===== src/rtl/display_arbiter_if.sv =====
// Bundle between the lock controller (master) and the display arbiter (slave).
// The controller raises display requests; the arbiter returns the owner and scan outputs.
interface display_arbiter_if;
    logic       entry_req;
    logic [2:0] entry_len;
    logic       err_req;
    logic [3:0] err_count;
    logic       lock_req;
    logic [7:0] lock_secs;
    logic       msg_req;
    logic [1:0] msg_code;
    logic [2:0] grant;
    logic [2:0] scan_idx;
    logic [7:0] wei;
    logic [3:0] digit;

    modport master (
        output entry_req, entry_len, err_req, err_count,
        output lock_req, lock_secs, msg_req, msg_code,
        input  grant, scan_idx, wei, digit
    );

    modport slave (
        input  entry_req, entry_len, err_req, err_count,
        input  lock_req, lock_secs, msg_req, msg_code,
        output grant, scan_idx, wei, digit
    );
endinterface


===== src/rtl/display_arbiter.sv =====
// Display arbiter: grants the 8-digit multiplexed display to one status source
// by fixed priority (LOCK > ERR/MSG > ENTRY > IDLE), times one-shot ERR/MSG
// owners and runs the digit scan. digit/wei are registered and are computed
// from next-cycle owner and slot so an owner change shows on the same edge.
module display_arbiter #(
    parameter int SCAN_DIV = 50000,
    parameter int HOLD_CYC = 100000000
) (
    input logic              clk,
    input logic              reset,
    display_arbiter_if.slave bus
);
    localparam int PW = $clog2(SCAN_DIV);
    localparam int TW = $clog2(HOLD_CYC);
    localparam logic [PW-1:0] PRESC_LAST = PW'(SCAN_DIV - 1);
    localparam logic [TW-1:0] HOLD_LOAD  = TW'(HOLD_CYC - 1);

    typedef enum logic [2:0] {
        S_IDLE  = 3'd0,
        S_ENTRY = 3'd1,
        S_ERR   = 3'd2,
        S_MSG   = 3'd3,
        S_LOCK  = 3'd4
    } owner_t;

    owner_t        owner_reg, owner_next;
    logic [TW-1:0] timer_reg, timer_next;
    logic [3:0]    err_cnt_reg, err_cnt_next;
    logic [1:0]    msg_code_reg, msg_code_next;
    logic [PW-1:0] presc_reg, presc_next;
    logic [2:0]    scan_idx_reg, scan_idx_next;
    logic [7:0]    wei_reg;
    logic [3:0]    digit_reg, digit_next;
    logic [31:0]   slot_glyph;
    logic [2:0]    len_clamp;
    logic [7:0]    secs_clamp;
    logic [3:0]    lock_tens, lock_ones, err_tens, err_ones;

    // Owner state, hold timer and latched ERR count / MSG code.
    always_ff @(posedge clk) begin
        if (reset) begin
            owner_reg    <= S_IDLE;
            timer_reg    <= '0;
            err_cnt_reg  <= '0;
            msg_code_reg <= '0;
        end else begin
            owner_reg    <= owner_next;
            timer_reg    <= timer_next;
            err_cnt_reg  <= err_cnt_next;
            msg_code_reg <= msg_code_next;
        end
    end

    // Owner arbitration: lockout overrides all, ERR beats MSG on a tie, and
    // ERR/MSG owners release only when the hold timer has run down to zero.
    always_comb begin
        owner_next    = owner_reg;
        timer_next    = timer_reg;
        err_cnt_next  = err_cnt_reg;
        msg_code_next = msg_code_reg;
        if (bus.lock_req) begin
            owner_next = S_LOCK;
            timer_next = '0;
        end else if (bus.err_req) begin
            owner_next   = S_ERR;
            err_cnt_next = bus.err_count;
            timer_next   = HOLD_LOAD;
        end else if (bus.msg_req) begin
            owner_next    = S_MSG;
            msg_code_next = bus.msg_code;
            timer_next    = HOLD_LOAD;
        end else begin
            case (owner_reg)
                S_ERR, S_MSG: begin
                    if (timer_reg == '0)
                        owner_next = bus.entry_req ? S_ENTRY : S_IDLE;
                    else
                        timer_next = timer_reg - 1'b1;
                end
                default: owner_next = bus.entry_req ? S_ENTRY : S_IDLE;
            endcase
        end
    end

    // Scan prescaler: advance to the next slot once every SCAN_DIV cycles.
    always_comb begin
        presc_next    = presc_reg + 1'b1;
        scan_idx_next = scan_idx_reg;
        if (presc_reg == PRESC_LAST) begin
            presc_next    = '0;
            scan_idx_next = scan_idx_reg + 3'd1;
        end
    end

    // Input clamping and binary-to-BCD for the two numeric fields.
    always_comb begin
        len_clamp  = (bus.entry_len > 3'd4) ? 3'd4 : bus.entry_len;
        secs_clamp = (bus.lock_secs > 8'd99) ? 8'd99 : bus.lock_secs;
        lock_tens  = 4'(secs_clamp / 8'd10);
        lock_ones  = 4'(secs_clamp % 8'd10);
        err_tens   = (err_cnt_next >= 4'd10) ? 4'd1 : 4'd0;
        err_ones   = (err_cnt_next >= 4'd10) ? (err_cnt_next - 4'd10) : err_cnt_next;
    end

    // One glyph per slot for the upcoming owner; the scan picks one below.
    for (genvar gi = 0; gi < 8; gi++) begin : g_slot
        localparam logic [2:0] SLOT = 3'(gi);
        logic [3:0] glyph;

        // Slot content table for this slot position.
        always_comb begin
            glyph = 4'hF;
            case (owner_next)
                S_ENTRY: if (SLOT < len_clamp) glyph = 4'hA;
                S_ERR: begin
                    if (gi == 7)      glyph = 4'hB;
                    else if (gi == 1) glyph = err_tens;
                    else if (gi == 0) glyph = err_ones;
                end
                S_MSG: begin
                    if (gi == 7)      glyph = 4'hD;
                    else if (gi == 0) glyph = {2'b00, msg_code_next};
                end
                S_LOCK: begin
                    if (gi == 7)      glyph = 4'hC;
                    else if (gi == 1) glyph = lock_tens;
                    else if (gi == 0) glyph = lock_ones;
                end
                default: glyph = 4'hF;
            endcase
        end

        assign slot_glyph[gi*4 +: 4] = glyph;
    end

    assign digit_next = slot_glyph[{scan_idx_next, 2'b00} +: 4];

    // Scan counters and registered display outputs; digit refreshes every cycle.
    always_ff @(posedge clk) begin
        if (reset) begin
            presc_reg    <= '0;
            scan_idx_reg <= '0;
            wei_reg      <= 8'hFE;
            digit_reg    <= 4'hF;
        end else begin
            presc_reg    <= presc_next;
            scan_idx_reg <= scan_idx_next;
            wei_reg      <= ~(8'd1 << scan_idx_next);
            digit_reg    <= digit_next;
        end
    end

    assign bus.grant    = owner_reg;
    assign bus.scan_idx = scan_idx_reg;
    assign bus.wei      = wei_reg;
    assign bus.digit    = digit_reg;
endmodule


===== src/flat_wrapper.sv =====
// flat-port wrapper written by rule: the top's interface ports become plain ports
module display_arbiter_flat 
#(
    parameter int SCAN_DIV = 50000,
    parameter int HOLD_CYC = 100000000
)
  (clk, reset, bus_entry_req, bus_entry_len, bus_err_req, bus_err_count, bus_lock_req, bus_lock_secs, bus_msg_req, bus_msg_code, bus_grant, bus_scan_idx, bus_wei, bus_digit);
  display_arbiter_if bus_i ();
  input logic clk;
  input logic reset;
  input wire logic [$bits(bus_i.entry_req)-1:0] bus_entry_req;
  input wire logic [$bits(bus_i.entry_len)-1:0] bus_entry_len;
  input wire logic [$bits(bus_i.err_req)-1:0] bus_err_req;
  input wire logic [$bits(bus_i.err_count)-1:0] bus_err_count;
  input wire logic [$bits(bus_i.lock_req)-1:0] bus_lock_req;
  input wire logic [$bits(bus_i.lock_secs)-1:0] bus_lock_secs;
  input wire logic [$bits(bus_i.msg_req)-1:0] bus_msg_req;
  input wire logic [$bits(bus_i.msg_code)-1:0] bus_msg_code;
  output wire logic [$bits(bus_i.grant)-1:0] bus_grant;
  output wire logic [$bits(bus_i.scan_idx)-1:0] bus_scan_idx;
  output wire logic [$bits(bus_i.wei)-1:0] bus_wei;
  output wire logic [$bits(bus_i.digit)-1:0] bus_digit;
  assign bus_i.entry_req = bus_entry_req;
  assign bus_i.entry_len = bus_entry_len;
  assign bus_i.err_req = bus_err_req;
  assign bus_i.err_count = bus_err_count;
  assign bus_i.lock_req = bus_lock_req;
  assign bus_i.lock_secs = bus_lock_secs;
  assign bus_i.msg_req = bus_msg_req;
  assign bus_i.msg_code = bus_msg_code;
  assign bus_grant = bus_i.grant;
  assign bus_scan_idx = bus_i.scan_idx;
  assign bus_wei = bus_i.wei;
  assign bus_digit = bus_i.digit;
  display_arbiter #(.SCAN_DIV(SCAN_DIV), .HOLD_CYC(HOLD_CYC)) u_core (.clk(clk), .reset(reset), .bus(bus_i));
endmodule

===== config.mk =====
export PLATFORM = sky130hd
export DESIGN_NAME = display_arbiter_flat
export DESIGN_NICKNAME = d
export VERILOG_FILES = /design/src/rtl/display_arbiter_if.sv /design/src/rtl/display_arbiter.sv /design/src/flat_wrapper.sv
export SDC_FILE = /design/constraint.sdc
export NUM_CORES = 1
export LEC_CHECK = 0
export ABC_CLOCK_PERIOD_IN_PS = 3170
export BUFFER_PORTS_ARGS = -buffer_cell sky130_fd_sc_hd__clkbuf_2
export CORE_MARGIN = 2
export CORE_UTILIZATION = 30
export DETAILED_ROUTE_END_ITERATION = 6
export GPL_TIMING_DRIVEN = 0
export PLACE_DENSITY_LB_ADDON = 0.3
export SYNTH_ARGS = -nofsm -noshare
export SYNTH_HDL_FRONTEND = slang
export SYNTH_SLANG_ARGS = --single-unit

===== constraint.sdc =====
create_clock -name clk -period 3.17 [get_ports clk]
set_input_delay 0.4755 -clock clk [delete_from_list [all_inputs] [get_ports clk]]
set_output_delay 0.4755 -clock clk [all_outputs]
set_load 0.05 [all_outputs]

==> summary by stage <==
Setup path
The element type at the critical path end is a flip-flop. Data arrives at the worst endpoint at slightly below 3000 ps. The kind of launch point of the worst setup path is a flip-flop. The highest fanout seen on the critical path is 10. The setup path with the least slack is of type flip-flop to flip-flop. Data on the critical path is required at its endpoint by between 3000 and 4000 ps.

STA
The worst pin sits at a relative slew slack of 44.4%. The slack of the critical path is roughly 470 ps. The number of slew-limit violations in the final report is 0. Derived from the worst setup path, the maximum achievable clock frequency is about 370 MHz.

The pin slew with the least headroom to its limit is about 830 ps. Setup repair after global routing left no endpoint under its margin. The post-route clock period utilization is between 80% and 90%. The final setup skew is roughly 7.5 ps.

The count of endpoints failing hold in the final timing report is 0. The total negative slack for setup checks is 0 ps. Setup violations remaining at the end of the flow were counted as 0. Counting I/O delays and the setup requirement, the final critical path takes 2700 ps.

GRT
The via count of the first global-routing pass came to just over 3,000. The global-route track usage on met2 is approximately 23%. The initial antenna violation count was 0. For met3 alone, demand over resource in global routing was 3.93%. The global routing stage identified its most utilized layer as met2.

The first global-routing pass estimated approximately 15,000 um of wire. Entering global routing, the biggest net connects 14 pins. For this run the aggregate overflow at the end of global routing stands at 0. The total routing resource utilization after global routing is 14.1%. Global routing consumed, on the met1 layer, a little under a fifth of the routing resources.

Logic synthesis
The sequential share of the synthesized area is roughly 37%. For this run, asynchronously set or reset flops after synthesis account for 0%. The flip-flop and latch count after synthesis is 67. For this run, the number of Yosys warnings is 0. The number of enable-type register cells in the synthesized netlist is 0. Synthesis produced a netlist whose cell count is ~430. The most used flip-flop cell after synthesis is dfxtp_1. The number of unique standard cell types used by synthesis is between 60 and 70. The average instance in the mapped netlist occupies around 8.4 um2. Synthesis produced a netlist with a net count of about 450. The synthesized cell area is 3600 um2.

Final layout
The number of flip-flops under the largest register name is 27. Of the cells placed in the final design, the portion with a size suffix greater than 1 is around 17%. The filler-free cell count of the finished design is between 600 and 700. The antenna diode instance count is 0. The net count reported at finish is between 500 and 600.

The most frequent standard cell in the layout excluding fill and tap cells is dfxtp_1. The top cell types in the final layout, fill and taps aside, are 67 x dfxtp_1, 55 x nor2_1, 38 x clkbuf_2. From synthesis to final layout, the design area changed by 19.5%.

Flow run
The number of maximum-capacitance violations is 0.

Placement
The number of buffers added on ports is 38. Routability-driven placement finished with a final weighted congestion of between 0.8 and 0.9. The number of placed instances, taps included, is 612. After legalization and detailed placement, the total HPWL measured 6470 um. At the placement stage, the worst setup path has a slack of about 450 ps.

Clock tree
Buffers added to address setup during post-CTS repair amount to 0. In this run the clock root is driven by a clkbuf_16. The largest buffer count on any clock path is 2. The TritonCTS clock tree is built. The H-tree was split into 3 levels. The clock reaches the later pin of the worst-skew pair after approximately 340 ps. The number of gates given a new drive strength after cts is 0. The number of hold buffers added after CTS was 0.

Clock tree synthesis found a total of 67 sinks. Clock-pin slew was measured on the worst setup and hold paths at roughly 60 ps. The number of CTS-inserted buffers is 9.

Route
Dividing the detail-routed via count by the number of cells gives a little over 5. The detailed router finished its first iteration with 132 violations. The number of optimization iterations in the first detailed-route pass is 4. The final routed wirelength across all metal layers is 8760 um.

The final route contains 3,265 vias. The average detailed-routed wire length per instance is about 14 um. The number of routed nets with antenna violations is 0. The count of unresolved DRC violations after routing is 0.

Floorplanning
41 I/O pins were placed. After floorplanning, the core was sized to cover between 10,000 and 15,000 um2. The die is between 100 and 150 um tall. From left edge to right edge, the die measures between 100 and 150 um. In this run the core area contains 40 standard-cell rows. The die covers ~13,000 um2.

Once the floorplan was initialized, standard cells occupied approximately 30% of the core.

Pwr
For this design the static power due to leakage is roughly 1.6 nW. VDD sags by at most ~0.27 mV. The total power per unit cell area is approximately 520 nW/um2.

Worst hold path
The class of the tightest hold or removal check is input port to flip-flop.

Run status
The flow ran to the end, and the final reports show no timing, DRC or antenna violations.
## metal layers
metal / vias to the layer above / part of all wire, %
met5: - / 0
met4: 0 / 1.8
met1: 1540 / 48
met2: 64 / 46
li1: 1645 / -
met3: 16 / 4.0
## cell type report
cell class | count | area [um2]
Timing Repair Buffer | 38 | 190
Buffer | 22 | 90.1
Fill cell | 1216 | 7560
Tap cell | 147 | 184
Multi-Input combinational cell | 329 | 2140
Inverter | 9 | 33.8
Sequential cell | 67 | 1340
Clock inverter | 7 | 101
Clock buffer | 9 | 225
## cells in the mapped netlist (3+ instances only)
library cell,number,area share [%]
a21oi_1,34,4.7
a21oi_2,3,0.73
a311oi_1,3,0.73
a31o_2,3,0.73
a31oi_1,4,0.69
and2_1,3,0.52
and3_1,6,1.0
and3b_1,3,0.73
buf_2,6,0.83
clkbuf_1,15,1.6
dfxtp_1,67,37
ha_1,4,1.4
inv_1,9,0.94
mux2_2,4,1.3
mux2i_1,7,1.9
nand2_1,26,2.7
nand2b_1,5,0.87
nand3_1,15,2.1
nand3b_1,4,0.83
nand4_1,4,0.69
nor2_1,55,5.7
nor2b_1,5,0.87
nor3_1,10,1.4
nor3_4,3,1.4
nor4_1,9,1.6
nor4b_1,3,0.73
o21ai_0,14,1.9
o21bai_1,3,0.63
or2_2,3,0.52
or3_1,7,1.2
or4_1,5,1.0
xnor2_1,28,6.8
xor2_1,11,2.7
## cell families (layout without fill, tap and decap cells)
group | after synthesis | count (layout) | share of synthesized area [%]
compound gates | 99 | 99 | 18.8
fa+ha+maj | 4 | 4 | 1.39
flops | 67 | 67 | 37.2
buf+inv | 31 | 85 | 3.44
mux | 11 | 11 | 3.20
simple gates | 176 | 176 | 26.4
xor+xnor | 39 | 39 | 9.49
## power breakdown
| group | switching [W] | internal (W) |
|---|---|---|
| Clock | 0.000392 | 0.000693 |
| Sequential | 0.0000193 | 0.000871 |
| Combinational | 0.000175 | 0.000105 |
| Total | 0.000586 | 0.00167 |
## path summary, 6_finish.rpt
check	from	endpoint	slack [ps]	depth (start not counted)
worst max-delay path	u_core.presc_reg[0]	u_core.bus.digit[1]	470	10
worst max register to register	u_core.presc_reg[0]	u_core.bus.digit[1]	470	10
worst min register to register	u_core.presc_reg[0]	u_core.presc_reg[0]	440	1
worst min-delay path	bus_err_count[0]	u_core.err_cnt_reg[0]	400	3
## metrics by stage
| stage | hold WS [ps] | utilization, % | total power (W) | instance area [um2] |
|---|---|---|---|---|
| after global placement | 428 | 33.5 | 0.00118 | 3980 |
| after detailed placement | 435 | 33.5 | 0.00119 | 3980 |
| after floorplan | 413 | - | 0.00111 | 3600 |
| final | 397 | 36.3 | 0.00226 | 4300 |
| after global routing | 409 | 36.3 | 0.00234 | 4300 |
| after CTS | 393 | 36.3 | 0.00228 | 4300 |
## critical path, stage by stage, from the launching register on
cell,delay [ps]
dfxtp_1,350
ha_1,190
and3_1,160
clkbuf_1,220
nand4_2,290
o21ai_0,410
and3b_1,210
buf_2,210
o41ai_1,110
o311ai_1,310
a22oi_1,120
Note: power is estimated with default switching activity, not from simulation.
